==> src/rtl/reg_scoreboard_if.sv <==
// Issue/writeback bundle between decode, the register scoreboard and writeback.
// Master drives the instruction at issue and completions; slave returns stall/status.
interface reg_scoreboard_if #(
   parameter int unsigned NUM_REGS = 8,
   parameter int unsigned ADDR_W   = 3
);
   logic              flush;
   logic              issue_valid;
   logic [ADDR_W-1:0] issue_src1;
   logic              issue_src1_used;
   logic [ADDR_W-1:0] issue_src2;
   logic              issue_src2_used;
   logic              issue_wr_en;
   logic [ADDR_W-1:0] issue_dst;
   logic              wb_valid;
   logic [ADDR_W-1:0] wb_dst;
   logic              issue_stall;
   logic              issue_fire;
   logic [NUM_REGS-1:0] pending;
   logic              wb_err;

   modport master (
      output flush, issue_valid, issue_src1, issue_src1_used, issue_src2,
             issue_src2_used, issue_wr_en, issue_dst, wb_valid, wb_dst,
      input  issue_stall, issue_fire, pending, wb_err
   );

   modport slave (
      input  flush, issue_valid, issue_src1, issue_src1_used, issue_src2,
             issue_src2_used, issue_wr_en, issue_dst, wb_valid, wb_dst,
      output issue_stall, issue_fire, pending, wb_err
   );
endinterface

==> src/rtl/reg_scoreboard.sv <==
// Per-register outstanding-write counters deciding issue stalls (RAW / counter
// saturation); a retiring last write is readable the same cycle.
module reg_scoreboard #(
   parameter int unsigned NUM_REGS = 8,
   parameter int unsigned ADDR_W   = 3,
   parameter int unsigned CNT_W    = 2
) (
   input logic            clk,
   input logic            rst,
   reg_scoreboard_if.slave sb
);
   localparam logic [CNT_W-1:0] CNT_MAX = '1;
   localparam logic [CNT_W-1:0] CNT_ONE = CNT_W'(1);

   logic [NUM_REGS-1:0][CNT_W-1:0] cnt_q, cnt_d;
   logic [NUM_REGS-1:0]            pending_q, pending_d;
   logic                           wb_err_q, wb_err_d;

   logic [NUM_REGS-1:0] wb_hit;
   logic                src1_haz, src2_haz, dst_haz;
   logic                stall, fire;

   always_comb begin
      wb_hit = '0;
      for (int unsigned r = 0; r < NUM_REGS; r++) begin
         wb_hit[r] = sb.wb_valid && (sb.wb_dst == ADDR_W'(r)) && (cnt_q[r] != '0);
      end
   end

   // Register file writes at posedge and reads at negedge, so the final
   // outstanding write retiring now does not block a reader.
   always_comb begin
      src1_haz = sb.issue_src1_used && (cnt_q[sb.issue_src1] != '0) &&
                 !(wb_hit[sb.issue_src1] && (cnt_q[sb.issue_src1] == CNT_ONE));
      src2_haz = sb.issue_src2_used && (cnt_q[sb.issue_src2] != '0) &&
                 !(wb_hit[sb.issue_src2] && (cnt_q[sb.issue_src2] == CNT_ONE));
      dst_haz  = sb.issue_wr_en && (cnt_q[sb.issue_dst] == CNT_MAX) && !wb_hit[sb.issue_dst];
      stall    = sb.issue_valid && (src1_haz || src2_haz || dst_haz);
      fire     = sb.issue_valid && !stall && !sb.flush;
   end

   always_comb begin
      cnt_d     = cnt_q;
      pending_d = '0;
      wb_err_d  = wb_err_q || (sb.wb_valid && (cnt_q[sb.wb_dst] == '0));
      for (int unsigned r = 0; r < NUM_REGS; r++) begin
         logic inc;
         inc = fire && sb.issue_wr_en && (sb.issue_dst == ADDR_W'(r));
         if (inc && !wb_hit[r]) begin
            cnt_d[r] = cnt_q[r] + CNT_ONE;
         end else if (!inc && wb_hit[r]) begin
            cnt_d[r] = cnt_q[r] - CNT_ONE;
         end
      end
      if (sb.flush) begin
         cnt_d = '0;
      end
      for (int unsigned r = 0; r < NUM_REGS; r++) begin
         pending_d[r] = (cnt_d[r] != '0);
      end
   end

   always_ff @(posedge clk or posedge rst) begin
      if (rst) begin
         cnt_q     <= '0;
         pending_q <= '0;
         wb_err_q  <= 1'b0;
      end else begin
         cnt_q     <= cnt_d;
         pending_q <= pending_d;
         wb_err_q  <= wb_err_d;
      end
   end

   assign sb.issue_stall = stall;
   assign sb.issue_fire  = fire;
   assign sb.pending     = pending_q;
   assign sb.wb_err      = wb_err_q;
endmodule

==> src/flat_wrapper.sv <==
// flat-port wrapper written by rule: the top's interface ports become plain ports
module reg_scoreboard_flat 
#(
   parameter int unsigned NUM_REGS = 8,
   parameter int unsigned ADDR_W   = 3,
   parameter int unsigned CNT_W    = 2
)
  (clk, rst, sb_flush, sb_issue_valid, sb_issue_src1, sb_issue_src1_used, sb_issue_src2, sb_issue_src2_used, sb_issue_wr_en, sb_issue_dst, sb_wb_valid, sb_wb_dst, sb_issue_stall, sb_issue_fire, sb_pending, sb_wb_err);
  reg_scoreboard_if #(.NUM_REGS(NUM_REGS), .ADDR_W(ADDR_W)) sb_i ();
  input logic clk;
  input logic rst;
  input wire logic [$bits(sb_i.flush)-1:0] sb_flush;
  input wire logic [$bits(sb_i.issue_valid)-1:0] sb_issue_valid;
  input wire logic [$bits(sb_i.issue_src1)-1:0] sb_issue_src1;
  input wire logic [$bits(sb_i.issue_src1_used)-1:0] sb_issue_src1_used;
  input wire logic [$bits(sb_i.issue_src2)-1:0] sb_issue_src2;
  input wire logic [$bits(sb_i.issue_src2_used)-1:0] sb_issue_src2_used;
  input wire logic [$bits(sb_i.issue_wr_en)-1:0] sb_issue_wr_en;
  input wire logic [$bits(sb_i.issue_dst)-1:0] sb_issue_dst;
  input wire logic [$bits(sb_i.wb_valid)-1:0] sb_wb_valid;
  input wire logic [$bits(sb_i.wb_dst)-1:0] sb_wb_dst;
  output wire logic [$bits(sb_i.issue_stall)-1:0] sb_issue_stall;
  output wire logic [$bits(sb_i.issue_fire)-1:0] sb_issue_fire;
  output wire logic [$bits(sb_i.pending)-1:0] sb_pending;
  output wire logic [$bits(sb_i.wb_err)-1:0] sb_wb_err;
  assign sb_i.flush = sb_flush;
  assign sb_i.issue_valid = sb_issue_valid;
  assign sb_i.issue_src1 = sb_issue_src1;
  assign sb_i.issue_src1_used = sb_issue_src1_used;
  assign sb_i.issue_src2 = sb_issue_src2;
  assign sb_i.issue_src2_used = sb_issue_src2_used;
  assign sb_i.issue_wr_en = sb_issue_wr_en;
  assign sb_i.issue_dst = sb_issue_dst;
  assign sb_i.wb_valid = sb_wb_valid;
  assign sb_i.wb_dst = sb_wb_dst;
  assign sb_issue_stall = sb_i.issue_stall;
  assign sb_issue_fire = sb_i.issue_fire;
  assign sb_pending = sb_i.pending;
  assign sb_wb_err = sb_i.wb_err;
  reg_scoreboard #(.NUM_REGS(NUM_REGS), .ADDR_W(ADDR_W), .CNT_W(CNT_W)) u_core (.clk(clk), .rst(rst), .sb(sb_i));
endmodule
==> config.mk <==
export PLATFORM = sky130hd
export DESIGN_NAME = reg_scoreboard_flat
export DESIGN_NICKNAME = d
export VERILOG_FILES = /design/src/rtl/reg_scoreboard_if.sv /design/src/rtl/reg_scoreboard.sv /design/src/flat_wrapper.sv
export SDC_FILE = /design/constraint.sdc
export NUM_CORES = 1
export LEC_CHECK = 0
export CAP_MARGIN = 5
export CORE_MARGIN = 10
export CORE_UTILIZATION = 62
export DETAILED_ROUTE_END_ITERATION = 8
export PLACE_DENSITY = 0.87
export SLEW_MARGIN = 20
export SYNTH_ARGS = -nofsm -noshare
export SYNTH_HDL_FRONTEND = slang
export SYNTH_SLANG_ARGS = --single-unit
export TNS_END_PERCENT = 10
==> constraint.sdc <==
create_clock -name clk -period 6.88 [get_ports clk]
set_clock_uncertainty 0.2 [all_clocks]
set_input_delay 1.376 -clock clk [delete_from_list [all_inputs] [get_ports clk]]
set_output_delay 1.376 -clock clk [all_outputs]
set_load 0.01 [all_outputs]
* After elaboration in Yosys (flattened, before gate mapping)
Cells that the tools add are included.
Cells by class: shifts and indexed selects 0, div/mod/pow operators 0, add/sub/neg operators 16, multiply operators 0, mux-type cells 31, order comparisons 4, reduce and logical (&&, ||, !) cells 98, equal/unequal tests 17, bitwise gates (word level) 0
Operators with widths (number):
- $logic_and A1 B1 Y1 | 53
- $mux W2 | 20
- $reduce_bool A2 Y1 | 18
- $bmux W2 S3 | 4
- $eq A3 B3 Y1 const B | 8
- $logic_not A1 Y1 | 21
- $add A2 B1 Y2 const B | 8
- $lt A3 B4 Y1 const B | 4
- $mux W16 | 1
- $sub A2 B1 Y2 const B | 8
- $eq A3 B2 Y1 const B | 4
- $bmux W1 S3 | 3
- $eq A3 B1 Y1 const B | 2
- $logic_not A3 Y1 | 2
- $eq A2 B1 Y1 const B | 2
- $logic_or A1 B1 Y1 | 3
- $mux W1 | 3
- $eq A2 B2 Y1 const B | 1
- $logic_not A2 Y1 | 1
Storage, ports and cells: memory bits (read-only) 0, bits in latches 0, bits in writable memories 0, register bits after elaboration 25, word-level logic and storage cells 176, memories 0

* Depth between registers and ports, before layout
depth in word-level cells 22, mapped depth 10

* Worst setup path after synthesis
No wires, ideal clock.
kind in2out, start point input sb_wb_dst[0], end point output sb_issue_fire, arrival 3.590 ns, cell stages on the path 8, path buffers 2, slack 1.714 ns, cells stage by stage buf_2 -> or3b_1 -> o211ai_1 -> a21oi_1 -> or4_1 -> buf_6 -> or3_1 -> nor3b_1
On the way: cells in the longest elaborated chain, start to end 14, elaborated cells between the ends (all ways) 44, classes of those cells eq/ne: 7; mux: 6; reduce/logical: 31
RTL lines:
- start: declaration | RTL line flat_wrapper.sv:21 | input wire logic [$bits(sb_i.wb_dst)-1:0] sb_wb_dst;
- $eq A3 B1 Y1, or another cell as far along | RTL line reg_scoreboard.sv:26 | wb_hit[r] = sb.wb_valid && (sb.wb_dst == ADDR_W'(r)) && (cnt_q[r] != '0);
- $logic_and A1 B1 Y1 (2 in a row) | RTL line reg_scoreboard.sv:26
- $bmux W1 S3, on equally long branches | RTL line reg_scoreboard.sv:34, reg_scoreboard.sv:36
- $mux W1, on equally long branches | RTL line reg_scoreboard.sv:34, reg_scoreboard.sv:36
- $logic_and A1 B1 Y1, on equally long branches | RTL line reg_scoreboard.sv:34, reg_scoreboard.sv:36
- $logic_not A1 Y1, on equally long branches | RTL line reg_scoreboard.sv:34, reg_scoreboard.sv:36
- $logic_and A1 B1 Y1, on equally long branches | RTL line reg_scoreboard.sv:33, reg_scoreboard.sv:35
- $logic_or A1 B1 Y1 | RTL line reg_scoreboard.sv:38 | stall = sb.issue_valid && (src1_haz || src2_haz || dst_haz);
- $logic_or A1 B1 Y1 (*) | RTL line reg_scoreboard.sv:38
- $logic_and A1 B1 Y1 (*) | RTL line reg_scoreboard.sv:38
- $logic_not A1 Y1 (*) | RTL line reg_scoreboard.sv:39 | fire = sb.issue_valid && !stall && !sb.flush;
- $logic_and A1 B1 Y1 (*) (2 in a row) | RTL line reg_scoreboard.sv:39
- end: declaration | RTL line flat_wrapper.sv:23 | output wire logic [$bits(sb_i.issue_fire)-1:0] sb_issue_fire;
Mark *: on every way between the ends. The rest lies on a longest branch, timed or not. The select of a mux whose other input is x is not followed.

* Worst setup path in the final report
start point input sb_wb_dst[1], end point output sb_issue_fire
The elaborated chain is that of the path after synthesis.

==> flow_summary.json <==
{
  "outcome": "completed",
  "crit_required_ps": 5300,
  "area_delta_synth_final_pct": 13.4,
  "gp_congestion": 0.919,
  "worstMarginPinSlew_ps": 926,
  "route.detailed.wl_per_inst_um": 17.8,
  "cts_resized": 0,
  "cp.buffers_inverters": 3,
  "reg2reg_depth": 10,
  "drt_wl_total_mm": 6.97,
  "grt_pass1_vias": 2432,
  "initial_core_util_pct": 65.8,
  "drcViolationCount": 0,
  "clkLatencyLatePin_ps": 280,
  "setup_viol": 0,
  "cp.depth": 9,
  "critical-path-top-delay-family": "buffers and inverters",
  "fp.coreArea_sq_um": 4090,
  "rsz0062_at_grt": "no",
  "cpMostUsedCell": "clkdlybuf4s50_1",
  "fmax_ghz": 0.161,
  "drv_cap": 0,
  "period_minus_slack_ps": 6210,
  "io_pins": 31,
  "n_antenna_cell": 0,
  "synth.net_count": 347,
  "ir_drop_mv": 0.0733,
  "tritoncts": "done",
  "async_flop_share_pct": 100,
  "power.density_nw_per_um2": 113,
  "ys.flop_type": "dfrtp_1",
  "drive_above_1_share_pct": 9.68,
  "clk_pin_slew_ps": 100,
  "grt.total_usage_pct": 18.8,
  "place.port_buffers": 30,
  "instances_no_fill": 391,
  "synthCells": 319,
  "critical_path_class": "in -> out",
  "hold_path_class": "reg -> reg",
  "cts_buffers": 3,
  "antenna_found_initial": 0,
  "synth-seq-area-share_pct": 23.3,
  "synth_edf_count": 0,
  "slew_headroom_pct": 38.2,
  "place_inst": 387,
  "layout_common_cells": "nor2_1, clkdlybuf4s50_1, dfrtp_1",
  "post-route-util_pct": 74.6,
  "die_area_sq_um": 7370,
  "slowest_stage": "clkdlybuf4s50_1",
  "rows": 23,
  "finalHoldViolations": 0,
  "cts_htree_levels": 1,
  "cp_max_fo": 23,
  "min_path_cells": 1,
  "hold_buffers": 0,
  "preCtsSetupSlack_ps": 707,
  "p_leak_nw": 1.09,
  "fp.dieW_um": 85.8,
  "grt_max_degree": 35,
  "grt_pass1_wl_mm": 11.8,
  "synth-seq-cells": 25,
  "fin_nets": 370,
  "fin_tns_setup_ps": 0,
  "globalRouteOverflowTotal": 0,
  "firstDrtPassIters": 5,
  "syn_area_per_cell_sq_um": 8.43,
  "first_iter_violations": 351,
  "cts_setup_buffers": 0,
  "ys_warn_count": 0,
  "cts.sinks": 25,
  "post-route-period-util_pct": 90.2,
  "root_buffer": "clkbuf_8",
  "via_per_inst": 6.63,
  "critPathArrivalTime_ps": 4630,
  "max_stage_delay_ps": 680,
  "die_y_um": 85.8,
  "mostFrequentLayoutCell": "nor2_1",
  "syn_area_sq_um": 2690,
  "yosysUniqueCellTypes": 61,
  "ant_nets": 0,
  "worstSetupStartpointType": "input port",
  "setup_ws_ps": 674,
  "dp_hpwl_mm": 5.38,
  "dr_total_vias": 2592,
  "cp-end-kind": "output pin",
  "crit_path_cell_trace": "clkdlybuf4s50_1 > buf_4 > and3b_1 > o21ai_0 > a32o_1 > or4_1 > or3_1 > nor3b_1 > clkdlybuf4s50_1",
  "drv_slew": 0,
  "cts_buffer_depth": 2
}
where the power goes:
group,switching [mW],total (mW),internal [mW],leakage (nW)
Sequential,0.00601,0.157,0.151,0.343
Combinational,0.0526,0.0952,0.0425,0.722
Clock,0.0509,0.0920,0.0411,0.0217
worst paths after layout:
check | startpoint | to | slack, ps
min reg2reg | u_core.sb.wb_err$_DFF_PP0_ | u_core.sb.wb_err$_DFF_PP0_ | 280
min | u_core.sb.wb_err$_DFF_PP0_ | u_core.sb.wb_err$_DFF_PP0_ | 280
max | sb_wb_dst[1] | sb_issue_fire | 670
max reg2reg | u_core.cnt_q[8]$_DFF_PP0_ | u_core.sb.pending[2]$_DFF_PP0_ | 3180
min in group asynchronous | rst | u_core.cnt_q[2]$_DFF_PP0_ | 1400
max in group asynchronous | rst | u_core.cnt_q[12]$_DFF_PP0_ | 4520
area by class of cell:
| class | instances | area (sq um) |
|---|---|---|
| multi-input combinational | 257 | 1900 |
| fill | 294 | 1040 |
| sequential | 25 | 626 |
| timing repair buffer | 35 | 338 |
| inverter | 20 | 75.1 |
| tap | 50 | 62.6 |
| clock buffer | 3 | 41.3 |
| clock inverter | 1 | 7.51 |
kinds of logic after synthesis:
logic type | synth area share (%)
buf+inv | 6.14
simple gates | 33.5
flops | 23.3
mux | 13.1
fa+ha+maj | 4.10
compound gates | 16.9
xor+xnor | 2.93
synthesized netlist by cell type (all sizes together) (9+ instances only):
cell / number / area, sq um
nor2: 34 / 128
dfrtp: 25 / 626
nand2: 22 / 82.6
nand3: 21 / 105
inv: 20 / 75.1
or3: 18 / 113
nor3: 17 / 113
clkbuf: 10 / 37.5
a211oi: 9 / 67.6
mux2i: 9 / 90.1
xnor2: 9 / 78.8
state kept, by name (all words and copies together) (netlist names):
| register | flops |
|---|---|
| u_core.cnt_q | 16 |
| u_core.sb.wb_err | 1 |
| u_core.sb.pending | 8 |
stage by stage:
step,power [mW],hold WS [ps],area (sq um)
floorplan,0.220,293,2690
global placement,0.253,246,3000
detailed placement,0.254,261,3000
CTS,0.349,286,3050
global route,0.364,294,3050
finish,0.345,281,3050
per-layer routing:
| layer | up-vias | global-route usage [%] | share of wire (%) |
|---|---|---|---|
| li1 | 1251 | - | - |
| met1 | 1193 | 24.2 | 42 |
| met2 | 131 | 31.9 | 50 |
| met3 | 17 | 2.37 | 6.6 |
| met4 | 0 | 5.84 | 1.7 |
| met5 | - | 0 | 0 |
Power figures use the tool's default switching activity.
